==> src/rtl/oled_frame_streamer.sv <==
// oled_frame_streamer: SSD1306-class power-on init followed by page-addressed
// frame streaming through a byte-level I2C master (start/dcn/data/busy).
// Optional build macro: PARTIAL_UPDATE_EN adds a per-page dirty mask input;
// pages whose latched dirty bit is 0 are skipped (no header, no reads).
module oled_frame_streamer #(
  parameter int         COLS       = 128,
  parameter int         PAGES      = 8,
  parameter int         COL_OFS    = 0,
  parameter int         FB_AW      = 10,
  parameter int         GAP        = 5,
  parameter logic [7:0] CONTRAST   = 8'h7F,
  parameter bit         CONTINUOUS = 1'b1
) (
  input  logic             clk,
  input  logic             rst_n,
  input  logic             enable,
  input  logic             frame_req,
  output logic             start,
  output logic             dcn,
  output logic [7:0]       data,
  input  logic             busy,
`ifdef PARTIAL_UPDATE_EN
  input  logic [PAGES-1:0] dirty,
`endif
  output logic             fb_rd,
  output logic [FB_AW-1:0] fb_addr,
  input  logic [7:0]       fb_data,
  output logic             frame_done,
  output logic             fps
);

  localparam int CW = (COLS > 1) ? $clog2(COLS) : 1;
  localparam int PW = (PAGES > 1) ? $clog2(PAGES) : 1;
  localparam int GW = $clog2(GAP + 1);

  localparam logic [6:0]    OFS7      = 7'(COL_OFS);
  localparam logic [7:0]    HDR_LO    = {4'b0000, OFS7[3:0]};
  localparam logic [7:0]    HDR_HI    = {5'b00010, OFS7[6:4]};
  localparam logic [CW-1:0] LAST_COL  = CW'(COLS - 1);
  localparam logic [PW-1:0] LAST_PAGE = PW'(PAGES - 1);

  typedef enum logic [2:0] {
    S_IDLE,
    S_INIT,
    S_PAGE_HDR,
    S_FETCH,
    S_SEND,
    S_FRAME_END
  } state_t;

  state_t           state_q;
  logic [2:0]       idx_q;
  logic [PW-1:0]    page_q;
  logic [CW-1:0]    col_q;
  logic [1:0]       fetch_ph_q;
  logic [GW-1:0]    gap_q;
  logic             init_done_q;
  logic             pending_q;
  logic [7:0]       fb_byte_q;
  logic             start_q;
  logic             dcn_q;
  logic [7:0]       data_q;
  logic             fb_rd_q;
  logic [FB_AW-1:0] fb_addr_q;
  logic             frame_done_q;
  logic             fps_q;

  logic [7:0]       init_cmd_d;
  logic [7:0]       hdr_cmd_d;
  logic [FB_AW-1:0] rd_addr_d;
  logic             byte_ready;
  logic             page_dirty;

`ifdef PARTIAL_UPDATE_EN
  logic [PAGES-1:0] dirty_q;
  assign page_dirty = dirty_q[page_q];
`else
  assign page_dirty = 1'b1;
`endif

  // A new byte may only go out once the post-start gap has elapsed and the
  // I2C master reports idle; this also keeps start low whenever busy is high.
  assign byte_ready = !busy && (gap_q == '0);

  // Frame-buffer address of the next data byte: page*COLS + col.
  assign rd_addr_d = FB_AW'(page_q) * FB_AW'(COLS) + FB_AW'(col_q);

  // Power-on command table, indexed by the shared byte index.
  always_comb begin
    init_cmd_d = CONTRAST;
    case (idx_q)
      3'd0:    init_cmd_d = 8'hAF;
      3'd1:    init_cmd_d = 8'hA6;
      3'd2:    init_cmd_d = 8'h20;
      3'd3:    init_cmd_d = 8'h02;
      3'd4:    init_cmd_d = 8'h8D;
      3'd5:    init_cmd_d = 8'h14;
      3'd6:    init_cmd_d = 8'h81;
      default: init_cmd_d = CONTRAST;
    endcase
  end

  // Page header: page select, then low and high column start nibbles.
  always_comb begin
    hdr_cmd_d = HDR_HI;
    case (idx_q)
      3'd0:    hdr_cmd_d = 8'hB0 | 8'(page_q);
      3'd1:    hdr_cmd_d = HDR_LO;
      default: hdr_cmd_d = HDR_HI;
    endcase
  end

  // Main sequencer: init, per-page headers, fetch/send of data bytes, frame end.
  always_ff @(posedge clk or negedge rst_n) begin
    if (!rst_n) begin
      state_q      <= S_IDLE;
      idx_q        <= '0;
      page_q       <= '0;
      col_q        <= '0;
      fetch_ph_q   <= '0;
      gap_q        <= '0;
      init_done_q  <= 1'b0;
      pending_q    <= 1'b0;
      fb_byte_q    <= '0;
      start_q      <= 1'b0;
      dcn_q        <= 1'b0;
      data_q       <= '0;
      fb_rd_q      <= 1'b0;
      fb_addr_q    <= '0;
      frame_done_q <= 1'b0;
      fps_q        <= 1'b0;
`ifdef PARTIAL_UPDATE_EN
      dirty_q      <= '0;
`endif
    end else begin
      start_q      <= 1'b0;
      fb_rd_q      <= 1'b0;
      frame_done_q <= 1'b0;
      if (gap_q != '0) gap_q <= gap_q - 1'b1;
      // At most one frame request is queued in single-shot mode.
      if (frame_req && !CONTINUOUS) pending_q <= 1'b1;

      case (state_q)
        S_IDLE: begin
          if (enable) begin
            if (!init_done_q) begin
              state_q <= S_INIT;
              idx_q   <= '0;
            end else if (CONTINUOUS || pending_q) begin
              state_q   <= S_PAGE_HDR;
              page_q    <= '0;
              idx_q     <= '0;
              // A request arriving on this very cycle belongs to the next frame.
              pending_q <= frame_req && !CONTINUOUS;
`ifdef PARTIAL_UPDATE_EN
              dirty_q   <= dirty;
`endif
            end
          end
        end

        S_INIT: begin
          if (byte_ready) begin
            start_q <= 1'b1;
            dcn_q   <= 1'b0;
            data_q  <= init_cmd_d;
            gap_q   <= GW'(GAP);
            if (idx_q == 3'd7) begin
              init_done_q <= 1'b1;
              state_q     <= S_PAGE_HDR;
              page_q      <= '0;
              idx_q       <= '0;
`ifdef PARTIAL_UPDATE_EN
              dirty_q     <= dirty;
`endif
            end else begin
              idx_q <= idx_q + 3'd1;
            end
          end
        end

        S_PAGE_HDR: begin
          if (!page_dirty) begin
            // Clean page: skip it without touching the bus or the buffer.
            if (page_q == LAST_PAGE) state_q <= S_FRAME_END;
            else                     page_q  <= page_q + PW'(1);
          end else if (byte_ready) begin
            start_q <= 1'b1;
            dcn_q   <= 1'b0;
            data_q  <= hdr_cmd_d;
            gap_q   <= GW'(GAP);
            if (idx_q == 3'd2) begin
              state_q    <= S_FETCH;
              col_q      <= '0;
              fetch_ph_q <= '0;
              idx_q      <= '0;
            end else begin
              idx_q <= idx_q + 3'd1;
            end
          end
        end

        S_FETCH: begin
          // Prefetch into a side register so data stays stable while the
          // previous byte is still on the wire.
          case (fetch_ph_q)
            2'd0: begin
              fb_rd_q    <= 1'b1;
              fb_addr_q  <= rd_addr_d;
              fetch_ph_q <= 2'd1;
            end
            2'd1: fetch_ph_q <= 2'd2;
            default: begin
              fb_byte_q  <= fb_data;
              fetch_ph_q <= 2'd0;
              state_q    <= S_SEND;
            end
          endcase
        end

        S_SEND: begin
          if (byte_ready) begin
            start_q <= 1'b1;
            dcn_q   <= 1'b1;
            data_q  <= fb_byte_q;
            gap_q   <= GW'(GAP);
            if (col_q == LAST_COL) begin
              if (page_q == LAST_PAGE) begin
                state_q <= S_FRAME_END;
              end else begin
                page_q  <= page_q + PW'(1);
                idx_q   <= '0;
                state_q <= S_PAGE_HDR;
              end
            end else begin
              col_q   <= col_q + CW'(1);
              state_q <= S_FETCH;
            end
          end
        end

        S_FRAME_END: begin
          frame_done_q <= 1'b1;
          fps_q        <= ~fps_q;
          state_q      <= S_IDLE;
        end

        default: state_q <= S_IDLE;
      endcase
    end
  end

  assign start      = start_q;
  assign dcn        = dcn_q;
  assign data       = data_q;
  assign fb_rd      = fb_rd_q;
  assign fb_addr    = fb_addr_q;
  assign frame_done = frame_done_q;
  assign fps        = fps_q;

endmodule
==> config.mk <==
export PLATFORM = sky130hd
export DESIGN_NAME = oled_frame_streamer
export DESIGN_NICKNAME = d
export VERILOG_FILES = /design/src/rtl/oled_frame_streamer.sv
export SDC_FILE = /design/constraint.sdc
export NUM_CORES = 1
export LEC_CHECK = 0
export ABC_AREA = 1
export CORE_MARGIN = 8
export CORE_UTILIZATION = 55
export DETAILED_ROUTE_END_ITERATION = 6
export GPL_ROUTABILITY_DRIVEN = 1
export PLACE_DENSITY = 0.84
export SYNTH_ARGS = -nofsm -noshare
export SYNTH_HDL_FRONTEND = slang
export SYNTH_SLANG_ARGS = --single-unit
==> constraint.sdc <==
create_clock -name clk -period 1.93 [get_ports clk]
set_input_delay 0.579 -clock clk [delete_from_list [all_inputs] [get_ports clk]]
set_output_delay 0.579 -clock clk [all_outputs]
set_load 0.03 [all_outputs]
==> impl_metrics.py <==
metrics = {
    "status": {
        "status": "complete, no violations",
    },
    "finish": {
        "multi_input_area_sq_mm": 0.00135,
        "ff_latch_area_sq_mm": 0.00133,
        "fillers": 450,
        "fin_nets": 440,
        "antenna_cells": 0,
        "area_growth_pct": 20.6,
        "drive_gt1_share_pct": 10.1,
        "instances_no_fill": 487,
    },
    "yosys": {
        "ys.flop_type": "dfrtp_1",
        "syn-num-nets": 396,
        "async_flop_share_pct": 100,
        "yosysSeqAreaShare_pct": 46.7,
        "ys_seq_elements": 53,
        "synth_top_area_share_pct": 46.7,
        "yosys-top-cells-count": "nand2_1 (144), dfrtp_1 (53), inv_1 (34), nor2_1 (31), o21ai_0 (23)",
        "synth.avg_cell_area_sq_um": 7.63,
        "synth_cells": 372,
        "syn_area_sq_mm": 0.00284,
        "synth-edff-count": 0,
        "ys_types": 27,
        "synth_most_common_cell": "nand2_1",
        "synth_warnings": 0,
        "synthTopCellsByArea": "dfrtp_1 (47%), nand2_1 (19%), ha_1 (4.8%)",
        "synth_top_area_cell": "dfrtp_1",
    },
    "critical_path": {
        "crit_buf_inv": 1,
        "cp_slowest_cell": "clkdlybuf4s50_1",
        "startpoint_type": "flop",
        "critPathMaxFanout": 1,
        "crit_family": "buffers and inverters",
        "cp-end-kind": "primary output",
        "critPathCapture": "start",
        "worst-r2r-setup-slack_ps": 220,
        "path_class": "flop to primary output",
        "startpoint": "start",
        "rr_startpoint": "gap_q[0]",
        "crit_chain": "clkdlybuf4s50_1",
        "slowest_delay_ps": 670,
        "r2r-end": "page_q[0]",
        "required_ps": 1350,
        "crit_arrival_ps": 1300,
        "cp_num_cells": 1,
        "ff2ff_path_depth": 11,
    },
    "global_routing": {
        "gr-usage-all-layers_pct": 17.5,
        "grt_pass1_vias": 2478,
        "grt_overflow": 0,
        "grt_antenna_before_repair": 0,
        "grt_pass1_wl_um": 10900,
        "grt_max_degree": 54,
    },
    "power": {
        "power.share.clock_pct": 11.7,
        "p_leak_nw": 1.97,
        "sequentialPowerShare_pct": 34.5,
        "comb_power_share_pct": 53.8,
        "switching_share_pct": 46.7,
        "intPower_w": 0.00280,
        "vdd_drop_max_uv": 793,
        "p_sw_w": 0.00246,
        "p_per_area_mw_per_mm2": 1540,
    },
    "sta": {
        "fin_hold_ws_ps": 249,
        "report.final.slew_viol_count": 0,
        "worst_pin_slew_ps": 360,
        "finalCriticalPeriod_ps": 1880,
        "setup_violations": 0,
        "tns_ps": 0,
        "max_freq_mhz": 531,
        "rsz0062_at_grt": "no",
        "final_hold_viol_count": 0,
        "layout_worst_path_cycle_share_pct": 97.5,
        "slew-limit-headroom_pct": 75.9,
        "clock_skew_ps": 6.92,
    },
    "die": {
        "die_y_um": 87.8,
        "io_pins": 36,
        "die_area_sq_mm": 0.00772,
        "core_sq_mm": 0.00504,
        "die_w_um": 87.8,
        "rows": 26,
        "start_util_pct": 56.3,
    },
    "cts": {
        "cts-root-buf": "clkbuf_8",
        "cts.path.max_buffers": 2,
        "htree_num_levels": 2,
        "cts.sinks": 53,
        "cts_buffers": 5,
        "clock_insertion_delay_worst_skew_ps": 310,
        "cts_tree": "built",
        "hold_buffers": 0,
        "clkTransAtPathRegs_ps": 90,
    },
    "flow_run": {
        "maxCapViolCount": 0,
    },
    "placement": {
        "port_buffers": 34,
        "gp_congestion": 0.907,
        "placed_cells": 479,
        "hpwl_um": 4600,
    },
    "routing": {
        "routedWlPerCell_um": 12.7,
        "firstDrtPassIters": 4,
        "route.detailed.drc": 0,
        "antenna_left": 0,
        "via_count": 2470,
        "viasPerCell": 5.07,
        "finalWirelength_um": 6170,
        "drt_iter0_markers": 148,
    },
    "worst_hold_path": {
        "hold_path_class": "input pin to asynchronous set/reset pin",
    },
}
layout by cell type, fill, tap and decap left out, drive strengths merged:
| master | instances |
|---|---|
| nand3b | 1 |
| xnor2 | 1 |
| clkdlybuf4s50 | 12 |
| nor2 | 39 |
| o211ai | 1 |
| o21ai | 29 |
| o21a | 1 |
| dlymetal6s2s | 15 |
| a21oi | 9 |
| buf | 8 |
| o22ai | 1 |
| clkbuf | 7 |
| dfrtp | 53 |
| mux2 | 6 |
| nand3 | 20 |
| o31ai | 1 |
| nand4 | 4 |
| clkinvlp | 1 |
| nand2 | 149 |
| xor2 | 1 |
| inv | 40 |
| ha | 11 |
| dlygate4sd2 | 6 |
| nor3b | 1 |
area by class of cell:
| cell class | count | share of cell area (%) |
|---|---|---|
| flip-flops and latches | 53 | 38.7 |
| multi-input cells | 275 | 39.3 |
| inverters | 40 | 4.38 |
| clock inverters | 1 | 0.219 |
| well taps | 70 | 2.56 |
| repair buffers | 41 | 12.6 |
| clock buffers | 7 | 2.23 |
worst min-delay path by stage:
stage | start | end | slack (ps) | depth (start not counted)
after global routing | rst_n | init_done_q | 260 | 2
after global placement | fps | fps | 460 | 1
after CTS | rst_n | frame_done | 250 | 2
final | rst_n | fb_addr[0] | 250 | 2
after detailed placement | fps | fps | 460 | 1
after floorplan | rst_n | col_q[0] | 280 | 0
through the flow:
stage | setup slack [ps] | total power, W | area, sq um | util, %
2_1_floorplan | 384 | 0.00380 | 2840 | -
3_3_place_gp | -79.8 | 0.00460 | 3300 | 65.4
3_5_place_dp | -134 | 0.00468 | 3300 | 65.4
4_1_cts | 0.635 | 0.00529 | 3380 | 66.9
5_1_grt | 9.25 | 0.00575 | 3420 | 67.9
6_report | 48.5 | 0.00526 | 3420 | 67.9
state kept, by name, summed over array words and instances (netlist names), 2 cells and up:
signal,count
fb_addr,10
data,8
fb_byte_q,8
col_q,7
gap_q,3
idx_q,3
page_q,3
state_q,3
fetch_ph_q,2
power groups by stage:
| stage | clock network (W) | logic (W) | registers (W) |
|---|---|---|---|
| after floorplan | 0 | 0.00168 | 0.00212 |
| after global placement | 0 | 0.00278 | 0.00182 |
| after detailed placement | 0 | 0.00285 | 0.00184 |
| after CTS | 0.000632 | 0.00284 | 0.00182 |
| after global routing | 0.000681 | 0.00320 | 0.00187 |
| final | 0.000617 | 0.00283 | 0.00181 |
kinds of logic (layout without fill, tap and decap cells):
kind of cell,after synthesis,in the layout,synth area share (%)
AO/OA/AOI/OAI,42,42,7.71
XOR/XNOR,2,2,0.617
adder cells (fa/ha/maj),11,11,4.85
buffers and inverters,44,89,6.26
flip-flops,53,53,46.7
multiplexers,6,6,2.38
AND/OR/NAND/NOR,214,214,31.5
layer usage:
layer  part of all wire [%]  global-route usage [%]
met2                     51                    32.2
met5                      0                       0
met1                     45                    19.7
met4                    1.3                    5.16
met3                    3.1                    3.66
worst register-to-register path, delay by kind of cell (launching register included):
family | cells | cell delay, ps
AND/OR/NAND/NOR | 8 | 900
buffers and inverters | 2 | 140
flip-flops | 1 | 390
adder cells (fa/ha/maj) | 1 | 170
what timing repair did:
item,in CTS,in global routing
setup buffers,0,0
endpoints found under the setup margin,6,18
gates resized for setup,6,18
Power figures use the tool's default switching activity.
